File: src/rtl/apb_regfile_pkg.sv
// Shared types and constants for the APB register-file slave.
// Optional byte-strobe support is controlled by the APB_REGFILE_PSTRB_EN macro.
package apb_regfile_pkg;

    typedef enum logic [1:0] {
        IDLE,
        SETUP,
        ACCESS
    } apb_state_e;

    localparam int WCOUNT_W        = 16;
    localparam int ADDR_ALIGN_BITS = 2;
    localparam int WAIT_CNT_W      = 4;

endpackage

File: src/rtl/apb_regfile_if.sv
// APB bus bundle between master and register-file slave.
// pstrb_i exists only when APB_REGFILE_PSTRB_EN is defined.
interface apb_regfile_if #(
    parameter int DATA_W = 32,
    parameter int ADDR_W = 32
);
    logic              psel_i;
    logic              penable_i;
    logic [ADDR_W-1:0] paddr_i;
    logic              pwrite_i;
    logic [DATA_W-1:0] pwdata_i;
`ifdef APB_REGFILE_PSTRB_EN
    logic [DATA_W/8-1:0] pstrb_i;
`endif
    logic [DATA_W-1:0] prdata_o;
    logic              pready_o;
    logic              pslverr_o;

    modport master (
        output psel_i, penable_i, paddr_i, pwrite_i, pwdata_i,
`ifdef APB_REGFILE_PSTRB_EN
        output pstrb_i,
`endif
        input  prdata_o, pready_o, pslverr_o
    );

    modport slave (
        input  psel_i, penable_i, paddr_i, pwrite_i, pwdata_i,
`ifdef APB_REGFILE_PSTRB_EN
        input  pstrb_i,
`endif
        output prdata_o, pready_o, pslverr_o
    );
endinterface

File: src/rtl/apb_regfile_slave_wait_ctrl.sv
// APB phase FSM and wait-state counter; produces the completion strobe
// and flags transfers that began with penable already high.
module apb_wait_ctrl
    import apb_regfile_pkg::*;
#(
    parameter int WAIT_STATES = 0
) (
    input  logic pclk,
    input  logic preset_n,
    input  logic psel,
    input  logic penable,
    output logic complete,
    output logic proto_err
);

    localparam logic [WAIT_CNT_W-1:0] WAIT_MAX = WAIT_CNT_W'(WAIT_STATES);

    apb_state_e              state_q;
    apb_state_e              state_cur;
    apb_state_e              state_d;
    logic [WAIT_CNT_W-1:0]   cnt_q;
    logic                    perr_q;
    logic                    idle_perr;

    always_ff @(posedge pclk or negedge preset_n) begin
        if (!preset_n) begin
            state_q <= IDLE;
            cnt_q   <= '0;
            perr_q  <= 1'b0;
        end else begin
            state_q <= state_d;
            if (state_cur != ACCESS && state_d == ACCESS)
                cnt_q <= '0;
            else if (state_cur == ACCESS && cnt_q < WAIT_MAX)
                cnt_q <= cnt_q + 1'b1;
            if (idle_perr)
                perr_q <= 1'b1;
            else if (state_d != ACCESS)
                perr_q <= 1'b0;
        end
    end

    // The setup phase is recognised in the cycle the master drives it, so a
    // zero-wait transfer completes on the very next (access) cycle.
    always_comb begin
        state_cur = state_q;
        if (state_q == IDLE && psel && !penable)
            state_cur = SETUP;
        idle_perr = (state_cur == IDLE) && psel && penable;
        state_d   = state_cur;
        unique case (state_cur)
            IDLE:    state_d = idle_perr ? ACCESS : IDLE;
            SETUP:   state_d = ACCESS;
            ACCESS:  state_d = (!psel || complete) ? IDLE : ACCESS;
            default: state_d = IDLE;
        endcase
    end

    always_comb begin
        complete  = (state_q == ACCESS) && psel && penable && (cnt_q == WAIT_MAX);
        proto_err = perr_q;
    end

endmodule

File: src/rtl/apb_regfile_slave.sv
// APB register-file slave: NUM_REGS read/write words plus a read-only write
// counter (WCOUNT). Define APB_REGFILE_PSTRB_EN for byte-lane write strobes.
module apb_regfile_slave
    import apb_regfile_pkg::*;
#(
    parameter int                DATA_W      = 32,
    parameter int                ADDR_W      = 32,
    parameter int                NUM_REGS    = 8,
    parameter logic [ADDR_W-1:0] BASE_ADDR   = 'hA000,
    parameter int                WAIT_STATES = 0
) (
    input  logic         pclk,
    input  logic         preset_n,
    apb_regfile_if.slave bus
);

    logic                complete;
    logic                proto_err;
    logic [ADDR_W-1:0]   word_idx;
    logic                aligned;
    logic                addr_ok;
    logic                is_wcount;
    logic                err;
    logic                wr_ok;
    logic                reg_we;
    logic                wc_clr;
    logic [DATA_W-1:0]   rd_data;
    logic [DATA_W-1:0]   regs [NUM_REGS];
    logic [WCOUNT_W-1:0] wcount_q;

    apb_wait_ctrl #(
        .WAIT_STATES (WAIT_STATES)
    ) u_wait_ctrl (
        .pclk      (pclk),
        .preset_n  (preset_n),
        .psel      (bus.psel_i),
        .penable   (bus.penable_i),
        .complete  (complete),
        .proto_err (proto_err)
    );

    // Addresses below BASE_ADDR wrap to huge indices and fall out of range.
    always_comb begin
        word_idx  = (bus.paddr_i - BASE_ADDR) >> ADDR_ALIGN_BITS;
        aligned   = (bus.paddr_i[ADDR_ALIGN_BITS-1:0] == '0);
        addr_ok   = aligned && (word_idx <= ADDR_W'(NUM_REGS));
        is_wcount = (word_idx == ADDR_W'(NUM_REGS));
        err       = !addr_ok || proto_err;
        wr_ok     = complete && bus.pwrite_i && !err;
        reg_we    = wr_ok && !is_wcount;
        wc_clr    = wr_ok && is_wcount;
    end

    always_ff @(posedge pclk or negedge preset_n) begin
        if (!preset_n) begin
            for (int i = 0; i < NUM_REGS; i++)
                regs[i] <= '0;
        end else if (reg_we) begin
            for (int i = 0; i < NUM_REGS; i++) begin
                if (word_idx == ADDR_W'(i)) begin
`ifdef APB_REGFILE_PSTRB_EN
                    for (int b = 0; b < DATA_W/8; b++)
                        if (bus.pstrb_i[b])
                            regs[i][8*b +: 8] <= bus.pwdata_i[8*b +: 8];
`else
                    regs[i] <= bus.pwdata_i;
`endif
                end
            end
        end
    end

    always_ff @(posedge pclk or negedge preset_n) begin
        if (!preset_n)
            wcount_q <= '0;
        else if (wc_clr)
            wcount_q <= '0;
        else if (reg_we && wcount_q != '1)
            wcount_q <= wcount_q + 1'b1;
    end

    always_comb begin
        rd_data = '0;
        if (complete && !bus.pwrite_i && !err) begin
            if (is_wcount)
                rd_data = DATA_W'(wcount_q);
            else
                for (int i = 0; i < NUM_REGS; i++)
                    if (word_idx == ADDR_W'(i))
                        rd_data = regs[i];
        end
    end

    assign bus.prdata_o  = rd_data;
    assign bus.pready_o  = complete;
    assign bus.pslverr_o = complete && err;

endmodule

File: src/flat_wrapper.sv
// flat-port wrapper written by rule: the top's interface ports become plain ports
module apb_regfile_slave_flat import apb_regfile_pkg::*;
#(
    parameter int                DATA_W      = 32,
    parameter int                ADDR_W      = 32,
    parameter int                NUM_REGS    = 8,
    parameter logic [ADDR_W-1:0] BASE_ADDR   = 'hA000,
    parameter int                WAIT_STATES = 0
)
  (pclk, preset_n, bus_psel_i, bus_penable_i, bus_paddr_i, bus_pwrite_i, bus_pwdata_i, bus_prdata_o, bus_pready_o, bus_pslverr_o);
  apb_regfile_if #(.DATA_W(DATA_W), .ADDR_W(ADDR_W)) bus_i ();
  input  logic pclk;
  input  logic preset_n;
  input wire logic [$bits(bus_i.psel_i)-1:0] bus_psel_i;
  input wire logic [$bits(bus_i.penable_i)-1:0] bus_penable_i;
  input wire logic [$bits(bus_i.paddr_i)-1:0] bus_paddr_i;
  input wire logic [$bits(bus_i.pwrite_i)-1:0] bus_pwrite_i;
  input wire logic [$bits(bus_i.pwdata_i)-1:0] bus_pwdata_i;
  output wire logic [$bits(bus_i.prdata_o)-1:0] bus_prdata_o;
  output wire logic [$bits(bus_i.pready_o)-1:0] bus_pready_o;
  output wire logic [$bits(bus_i.pslverr_o)-1:0] bus_pslverr_o;
  assign bus_i.psel_i = bus_psel_i;
  assign bus_i.penable_i = bus_penable_i;
  assign bus_i.paddr_i = bus_paddr_i;
  assign bus_i.pwrite_i = bus_pwrite_i;
  assign bus_i.pwdata_i = bus_pwdata_i;
  assign bus_prdata_o = bus_i.prdata_o;
  assign bus_pready_o = bus_i.pready_o;
  assign bus_pslverr_o = bus_i.pslverr_o;
  apb_regfile_slave #(.DATA_W(DATA_W), .ADDR_W(ADDR_W), .NUM_REGS(NUM_REGS), .BASE_ADDR(BASE_ADDR), .WAIT_STATES(WAIT_STATES)) u_core (.pclk(pclk), .preset_n(preset_n), .bus(bus_i));
endmodule
File: config.mk
export PLATFORM = sky130hd
export DESIGN_NAME = apb_regfile_slave_flat
export DESIGN_NICKNAME = d
export VERILOG_FILES = /design/src/rtl/apb_regfile_pkg.sv /design/src/rtl/apb_regfile_if.sv /design/src/rtl/apb_regfile_slave_wait_ctrl.sv /design/src/rtl/apb_regfile_slave.sv /design/src/flat_wrapper.sv
export SDC_FILE = /design/constraint.sdc
export NUM_CORES = 1
export LEC_CHECK = 0
export ABC_AREA = 1
export CELL_PAD_IN_SITES_DETAIL_PLACEMENT = 1
export CELL_PAD_IN_SITES_GLOBAL_PLACEMENT = 1
export CORE_ASPECT_RATIO = 1.2
export CORE_MARGIN = 2
export CORE_UTILIZATION = 47
export DETAILED_ROUTE_END_ITERATION = 7
export PLACE_DENSITY = 0.95
export SLEW_MARGIN = 10
export SYNTH_ARGS = -nofsm -noshare
export SYNTH_HDL_FRONTEND = slang
export SYNTH_SLANG_ARGS = --single-unit
File: constraint.sdc
create_clock -name pclk -period 6.3 [get_ports pclk]
set_clock_uncertainty 0.15 [all_clocks]
set_input_delay 0.63 -clock pclk [delete_from_list [all_inputs] [get_ports pclk]]
set_output_delay 0.63 -clock pclk [all_outputs]
set_load 0.05 [all_outputs]
## Word-level counts from Yosys, hierarchy flattened

Index checks and enable logic that the tools add are counted.

| cells by class | value |
|---|---|
| $lt $le $gt $ge | 2 |
| add/subtract/negate cells | 3 |
| reduce and logical (&&, ||, !) cells | 42 |
| equality and inequality tests | 15 |
| muxes and demuxes | 20 |

Operator list:

| operator | count |
|---|---|
| two-way mux 32 bit | 10 |
| == test 30 x 3 -> 1 bit (second input constant) | 4 |
| == test 30 x 2 -> 1 bit (second input constant) | 2 |
| logical NOT 32 bit | 1 |
| two-way mux 16 bit | 2 |
| subtractor 32 x 16 -> 32 bit (second input constant) | 1 |
| == test 30 x 1 -> 1 bit (second input constant) | 1 |
| == test 30 x 4 -> 1 bit (second input constant) | 1 |
| less-or-equal comparator 30 x 4 -> 1 bit (second input constant) | 1 |
| logical AND 1 bit | 18 |
| adder 16 x 1 -> 16 bit (second input constant) | 1 |
| != test 16 bit (second input constant) | 1 |
| AND reduction 2 bit | 8 |
| two-way mux 4 bit | 2 |
| == test 2 bit (second input constant) | 3 |
| logical NOT 1 bit | 6 |
| logical NOT 2 bit | 3 |
| two-way mux 2 bit | 3 |
| one-hot mux 2 bit (3 select lines) | 1 |
| nonzero test 2 bit | 3 |
| adder 4 x 1 -> 4 bit (second input constant) | 1 |
| logical NOT 4 bit | 1 |
| less-than comparator 4 x 1 -> 1 bit (second input constant) | 1 |
| != test 2 bit (second input constant) | 2 |
| other kinds (3) | 5 |

| word-level totals | value |
|---|---|
| output and inout port bits | 34 |
| register bits | 279 |
| logic and storage cells | 94 |

## Longest topological paths before layout

Gate-level depths: netlist of run 1.

| logic depth | value |
|---|---|
| word-level depth | 12 |
| mapped depth | 23 |

## By module

A second synthesis of run 1 with hierarchy kept.

| unflattened totals | value |
|---|---|
| cell total of the unflattened synthesis | 2157 |
| area total of the unflattened synthesis | 15453.6 um^2 |

By module, submodules not included:

| module | instances | area an instance (um^2) | cells each |
|---|---|---|---|
| apb_regfile_slave | 1 | 15369.7 | 2148 |
| apb_wait_ctrl | 1 | 83.8 | 9 |

## Least setup slack after synthesis of run 1

OpenSTA, ideal clock, no wires.

| path | value |
|---|---|
| kind | in2out |
| start point | input port bus_paddr_i[13] |
| end point | output port bus_prdata_o[17] |
| data required time | 5.520 ns |
| arrival time | 3.487 ns |
| stages on the path | 21 |
| path slack | 2.033 ns |
| path through | inv_1 -> ha_1 -> inv_1 -> nand2_1 -> nand3_2 -> nor2_2 -> nand2_1 -> nand2_1 -> nand2_1 -> nor2_1 -> nand2_1 -> nor2_4 -> nand2_4 -> inv_2 -> nand2_1 -> nor2_1 -> nand2_1 -> nor2_2 -> clkbuf_1 -> o21ai_0 -> a21oi_1 |

| on the way | value |
|---|---|
| cells in the longest elaborated chain, start to end | 12 |
| elaborated cells between the ends (all ways) | 26 |

RTL lines:

| what | RTL line | source |
|---|---|---|
| from (decl) | flat_wrapper.sv:16 | `input wire logic [$bits(bus_i.paddr_i)-1:0] bus_paddr_i;` |
| subtractor 32 x 16 -> 32 bit (*) | apb_regfile_slave.sv:44 | `word_idx = (bus.paddr_i - BASE_ADDR) >> ADDR_ALIGN_BITS;` |
| logical NOT 32 bit | apb_regfile_slave.sv:89 | `if (word_idx == ADDR_W'(i))` |
| two-way mux 32 bit (8 in a row) | apb_regfile_slave.sv:89 |  |
| two-way mux 32 bit | apb_regfile_slave.sv:85 | `if (is_wcount)` |
| two-way mux 32 bit (*) | apb_regfile_slave.sv:84 | `if (complete && !bus.pwrite_i && !err) begin` |
| to (decl) | flat_wrapper.sv:19 | `output wire logic [$bits(bus_i.prdata_o)-1:0] bus_prdata_o;` |

Every way passes the cells marked *; elsewhere a longest branch is shown, timed or not.

## Final worst setup path of run 1

| path | value |
|---|---|
| start point | input port bus_paddr_i[13] |
| end point | output port bus_prdata_o[22] |

The elaborated chain is that of the path after synthesis.

==> summary.md, run 1 <==
| Metric | Value |
|---|---|
| Critical Path Source Type | input port |
| CTS Root Cell | clkbuf_16 |
| Final Util | 0.561 |
| CP max-delay cell | nor2_2 |
| Clk_lat worst skew | 570 ps |
| CP dominant cell by count | nand2_1 |
| Port bufs | 102 |
| Post-DP HPWL | between 20000 and 30000 µm |
| Layout Nets | 1829 |
| Seq/Total Area, Yosys | 0.518 |
| Met3 WL | 2990 µm |
| Min-delay worst type | input port to async pin |
| Chip height | roughly 190 µm |
| Ports | 103 |
| Post-route antenna net violation count | 0 |
| Fraction of layout cells with a size suffix above 1 | 0.0790 |
| Post-synth EDFFs | 0 |
| Final setup violation count | 0 |
| Worst EP required | 5520 ps |
| Clk sinks | 274 |
| FF+latch count, synth | 274 |
| Tot Pwr | roughly 0.0035 W |
| Most common cell in the netlist | nand2_1 |
| Initial antenna violation count | 0 |
| Cell area after layout | 15600 µm² |
| Row cnt | 67 |
| DR iter-0 viols | between 1000 and 1500 |
| CP Capture Type | output port |
| Yosys warning count | 0 |
| Largest net degree at the start of global routing | around 140 |
| Drt pass-1 iters | 5 |
| Vias in the first global route | 14798 |
| Die footprint | 29500 µm² |
| Leakage power total | 7.17 nW |
| Max rail drop VDD | 0.225 mV |
| Hold Buf Count CTS | 0 |
| Ys flop type | dfrtp_1 |
| Clk buf depth | 3 |
| Post-CTS resize count | 0 |
| DRC Markers | 0 |
| Global placement routability congestion | 0.841 |
| Slew Limit Fails | 0 |
| Worst Tran Pin Value | 1140 ps |
| Syn Nets | 1765 |
| Slew HR | 0.240 |
| Min Clock Period, post-route | 5920 ps |
| CTS tree | built |
| Unrepaired setup endpoints after global routing | false |
| Layout area overhead | 17.9% |
| Max-cap violations | 0 |
| First-pass GRT wire length | 81300 µm |
| CP peak stage delay | 680 ps |
| Final period util | 0.940 |
| Post-Syn Instances | about 1700 |
| Die Wd | around 160 µm |
| CTS Buf Count | 28 |
| Post-CTS Setup Repair Bufs | 0 |
| Met2 Routed Length | around 26000 µm |
| Fmax | 0.169 GHz |
| Routed wire per std cell | 24.0 µm |
| Clock Pin Slew Worst Setup and Hold Paths | around 60 ps |
| Leading post-synthesis cells by cell area | dfrtp_1, nand2_1, o21ai_0, a21oi_1, inv_1 |
| Unique masters post-synth | 35 |
| Critical path arrival | between 5000 and 6000 ps |
| Detailed-route wire length | approximately 52000 µm |
| N_diodes | 0 |
| Top cells by count, synth | nand2_1, dfrtp_1, o21ai_0, a21oi_1, inv_1 |
| Vias per Instance | 6.21 |
| Crit-path max FO | 18 |
| Post-synth top area share | 0.518 |
| Pwr Density | around 230 nW/µm² |
| Initial Util | 0.475 |
| Avg Inst Size Synth | 7.81 µm² |
| Asr flop ratio synth | 1.00 |
| Top delay family on crit path | simple AND/OR/NAND/NOR gates |
| Area after DPL | between 10000 and 15000 µm² |
| CTS H-tree depth | 1 |
| Synth area leader | dfrtp_1 |
| Fin Setup TNS | 0 ps |
| Status | finished clean |
| Crit path kind | input port to output port |
| GRT Total Usage | 0.355 |
| Fin. Hold Viols | 0 |
| GRT Residual Overflow | 0 |
| Crit-path cells | clkdlybuf4s50_1 -> inv_1 -> ha_1 -> inv_1 -> nand2_1 -> nand3_2 -> nor2_2 -> nand2_1 -> nand2_1 -> nand2_1 -> nor2_1 -> nand2_1 -> nor2_4 -> nand2_4 -> inv_2 -> nand2_1 -> nor2_1 -> nand2_1 -> nor2_2 -> o21ai_0 -> a21oi_1 -> buf_12 |
| Vias | roughly 13000 |
| Met1 WL | 17700 µm |
| WP buf/inv | 5 |
| CORE AREA | 27800 µm² |
| Top Metal Used | met4 |
| Synthesized area | 13200 µm² |
| Hold_ws | approximately 56 ps |
[placed cells by master (no fill, tap or decap), types with 29 or more instances in the layout]
cell	netlist	layout
nand2_1	513	513
dfrtp_1	274	274
o21ai_0	247	247
a21oi_1	128	128
inv_1	103	103
nor2_1	102	102
o21ai_1	74	74
clkdlybuf4s50_1	0	69
nand3_1	33	33
nand4_1	33	33
buf_4	0	32
clkbuf_16	0	29
[path summary, 6_finish.rpt]
kind / end / slack (ps) / startpoint / cells after the start
worst max-delay path: bus_prdata_o[22] / 380 / bus_paddr_i[13] / 22
worst min-delay path: u_core.regs[187] / 60 / preset_n / 1
worst max register to register: u_core.wcount_q[8] / 2410 / u_core.wcount_q[1] / 11
worst min register to register: u_core.regs[188] / 330 / u_core.regs[188] / 2
max in group asynchronous: u_core.regs[198] / 4630 / preset_n / 2
min in group pclk: u_core.regs[188] / 330 / u_core.regs[188] / 2
[where the power goes]
part           leakage, nW  switching [W]  internal, W
Clock                0.402       0.000729     0.000882
Combinational         2.99      0.0000953    0.0000490
Sequential            3.78    0.000000373      0.00176
[per-layer routing]
layer / vias to the layer above / global-route usage
met5: - / 0
met4: 0 / 0.263
met3: 295 / 0.0541
met2: 720 / 0.620
met1: 6687 / 0.384
li1: 5656 / -
[worst reg2reg max path, delay by kind of cell, from the launching register on]
family          cells  cell delay [ps]
simple gates        6             1460
compound gates      2              930
buf+inv             2              570
flops               1              420
fa+ha+maj           1              240
[final cells by class]
cell class | count | area (µm²)
tap | 379 | 474
sequential | 274 | 6860
timing repair buffer | 126 | 1430
clock buffer | 43 | 818
fill | 3348 | 12200
multi-input combinational | 1219 | 5600
clock inverter | 2 | 12.5
inverter | 109 | 412
[sequential cells by signal, indices dropped and copies added, names as in the netlist]
name and count:
u_core.regs 256, u_core.wcount_q 16, u_core.u_wait_ctrl.state_q 1, u_core.u_wait_ctrl.proto_err 1
[logic make-up after synthesis]
kind of cell / count (synthesis) / synth area share
AO/OA/AOI/OAI: 460 / 0.176
adder cells (fa/ha/maj): 2 / 0.00189
buffers and inverters: 201 / 0.0589
flip-flops: 274 / 0.518
XOR/XNOR: 13 / 0.00861
AND/OR/NAND/NOR: 744 / 0.237
[through the flow]
step                setup slack [ps]  cells
global route                     130   2152
CTS                              436   2152
floorplan                       2030   1694
detailed placement               706   2107
global placement                1020   2107
finish                           377   2152
(Power assumes the default switching activity.)
==> run 2, diff against run 1 <==
--- a/config.mk
+++ b/config.mk
@@ -9,8 +9,8 @@
 export CELL_PAD_IN_SITES_DETAIL_PLACEMENT = 1
 export CELL_PAD_IN_SITES_GLOBAL_PLACEMENT = 1
 export CORE_ASPECT_RATIO = 1.2
-export CORE_MARGIN = 2
 export CORE_UTILIZATION = 47
+export CTS_CLUSTER_DIAMETER = 150
 export DETAILED_ROUTE_END_ITERATION = 7
 export PLACE_DENSITY = 0.95
 export SLEW_MARGIN = 10
==> run 2 against run 1 <==
Net effect: wire length grew 3.5%; final cell count rose by 0.42%; total power rose by 11%; register-to-register slack got worse by 120 ps; die area is 2.3% lower; critical path type unchanged; critical path depth is the same.
==> summary.md, run 2 (synthesis results as in run 1) <==
| Metric | Value |
|---|---|
| Fin Setup TNS | 0 ps (unchanged) |
| Detailed-route wire length | 53400 µm (+3.5%) |
| Logic pwr share | 0.037 (-0.004) |
| Clk buf depth | 3 (unchanged) |
| Worst EP required | 5520 ps (about the same) |
| Post-route antenna net violation count | 0 (unchanged) |
| First-pass GRT wire length | 83300 µm (+2.4%) |
| Clk_lat worst skew | 590 ps (+20 ps) |
| Largest net degree at the start of global routing | 191 (+33%) |
| CTS H-tree depth | 1 (unchanged) |
| Fin. Hold Viols | 0 (unchanged) |
| Post-DP HPWL | 28200 µm (-3.8%) |
| Ports | 103 (unchanged) |
| Clk sinks | 274 (unchanged) |
| Pwr Density | 246 nW/µm² (+9.3%) |
| Fraction of layout cells with a size suffix above 1 | 0.0885 (+0.00950) |
| Crit-path max FO | 18 (unchanged) |
| DRC Markers | 0 (unchanged) |
| Chip height | 186 µm (-1.1%) |
| Routed wire per std cell | 24.7 µm (+3.1%) |
| Slew HR | 0.240 (about the same) |
| CTS Buf Count | 30 (+7.1%) |
| Die Wd | 155 µm (-1.3%) |
| Leakage power total | 7.30 nW (+1.8%) |
| Reg with most FFs | u_core.regs |
| Vias in the first global route | 14827 (+0.20%) |
| Final period util | 0.931 (-0.00924) |
| Fmax | 0.171 GHz (+0.99%) |
| Initial Util | 0.483 (+0.00720) |
| Most frequent cells in the layout | nand2_1, dfrtp_1, o21ai_0 |
| Global placement routability congestion | 0.854 (+1.6%) |
| CP Capture Type | output port |
| Most common cell after layout, fill and taps aside | nand2_1 |
| Initial antenna violation count | 1 (+1) |
| Critical Path Source Type | input port |
| Vias | 13459 (+0.76%) |
| Vias per Instance | 6.23 (+0.34%) |
| Max-cap violations | 0 (unchanged) |
| Sequential power share | 0.451 (-0.050) |
| Die footprint | 28800 µm² (-2.3%) |
| Critical path arrival | 5080 ps (-60 ps) |
| Port bufs | 102 (unchanged) |
| Setup ws final | 436 ps (+58.2 ps) |
| Slew Limit Fails | 0 (unchanged) |
| DR iter-0 viols | 1268 (+11%) |
| Clock power frac | 0.512 (+0.054) |
| Unrepaired setup endpoints after global routing | false |
| Largest register FFs | 256 (unchanged) |
| Max rail drop VDD | 0.260 mV (+16%) |
| CTS Root Cell | clkbuf_16 |
| Crit path kind | input port to output port |
| GRT Total Usage | 0.383 (+0.0280) |
| Internal | 0.00300 W (+11%) |
| Worst Tran Pin Value | 1140 ps (+4.07 ps) |
| Top Registers | u_core.regs (256), u_core.wcount_q (16) |
| Final setup violation count | 0 (unchanged) |
| Row cnt | 66 (-1.5%) |
| Fill cells | 3278 (-2.1%) |
| Net switching power figure | 0.000907 W (+10%) |
| Layout area overhead | 19.8% |
| Min-delay worst type | flip-flop to flip-flop |
| Dpl ws | 795 ps (+89.3 ps) |
| CTS tree | built |
| Cell area after layout | 15800 µm² (+1.6%) |
| Min Clock Period, post-route | 5860 ps (-58.2 ps) |
| Sw Ratio | 0.232 (-0.00211) |
| Drt pass-1 iters | 5 (unchanged) |
| Layout Nets | 1833 (+0.22%) |
| Reg2reg setup slack | 2290 ps (-120 ps) |
| Post-CTS Setup Repair Bufs | 0 (unchanged) |
| Clock Pin Slew Worst Setup and Hold Paths | 60 ps (about the same) |
| CORE AREA | 27400 µm² (-1.5%) |
| GRT Residual Overflow | 0 (unchanged) |
| Status | finished clean |
| Area after DPL | 14700 µm² (-0.25%) |
[run 2: final timing paths]
kind | from | to | cells after the start
max in group asynchronous | preset_n | u_core.regs[136] | 3
min in group asynchronous | preset_n | u_core.regs[91] | 2
hold reg to reg | u_core.regs[198] | u_core.regs[198] | 2
setup reg to reg | u_core.wcount_q[0] | u_core.wcount_q[5] | 11
setup / recovery | bus_paddr_i[13] | bus_prdata_o[18] | 22
hold / removal | u_core.regs[198] | u_core.regs[198] | 2
[run 2: worst max-delay path, cell delays in order]
cell and delay [ps]:
clkdlybuf4s50_1 450, inv_1 100, ha_1 150, inv_1 50, nand2_1 130, nand3_2 130, nor2_2 200, nand2_1 80
nand2_1 70, nand2_1 40, nor2_1 90, nand2_1 90, nor2_4 380, nand2_4 220, inv_2 150, nand2_1 110
nor2_1 130, nand2_1 360, nor2_2 760, o21ai_0 270, a21oi_1 320, buf_12 180
[run 2: routing by layer]
metal  GRT usage  wire, µm  up-vias
met1       0.418     18600     6721
met2       0.660     26900      784
li1            -         -     5656
met5           0         0        -
met3      0.0622      3580      298
met4       0.312      4250        0
[run 2: area by class of cell]
class | count | area [µm²] | area share
inverters | 109 | 412 | 0.0260
clock inverters | 14 | 210 | 0.0133
repair buffers | 128 | 1410 | 0.0888
well taps | 374 | 468 | 0.0295
diodes | 1 | 2.50 | 0.000158
multi-input cells | 1219 | 5600 | 0.354
clock buffers | 42 | 887 | 0.0560
flip-flops and latches | 274 | 6860 | 0.433
[run 2: through the flow]
| stage | util | hold slack, ps | cells | power, W |
|---|---|---|---|---|
| after floorplan | - | 184 | 1694 | 0.00183 |
| after global placement | 0.537 | 308 | 2103 | 0.00193 |
| after detailed placement | 0.537 | 316 | 2103 | 0.00194 |
| after CTS | 0.578 | 338 | 2160 | 0.00390 |
| after global routing | 0.578 | 365 | 2161 | 0.00398 |
| final | 0.578 | 335 | 2161 | 0.00390 |
[run 2: power groups by stage]
| stage | Sequential [W] | Clock (W) | Combinational, W |
|---|---|---|---|
| 2_1_floorplan | 0.00179 | 0 | 0.0000383 |
| 3_3_place_gp | 0.00179 | 0 | 0.000141 |
| 3_5_place_dp | 0.00179 | 0 | 0.000144 |
| 4_1_cts | 0.00176 | 0.00200 | 0.000147 |
| 5_1_grt | 0.00176 | 0.00206 | 0.000161 |
| 6_report | 0.00176 | 0.00200 | 0.000146 |
[run 2: what timing repair did]
| action | 4_1_cts | 5_1_grt |
|---|---|---|
| hold endpoints to repair | 84 | 0 |
| gates resized for setup | 0 | 0 |
| hold buffers | 1 | 0 |
==> run 3, diff against run 2 <==
--- a/config.mk
+++ b/config.mk
@@ -12,8 +12,10 @@
 export CORE_UTILIZATION = 47
 export CTS_CLUSTER_DIAMETER = 150
 export DETAILED_ROUTE_END_ITERATION = 7
+export HOLD_SLACK_MARGIN = 0.08
 export PLACE_DENSITY = 0.95
 export SLEW_MARGIN = 10
 export SYNTH_ARGS = -nofsm -noshare
 export SYNTH_HDL_FRONTEND = slang
 export SYNTH_SLANG_ARGS = --single-unit
+export TNS_END_PERCENT = 1
==> results of run 3 <==
Same layout as run 2: the final DEF is identical, and so are final timing and power.
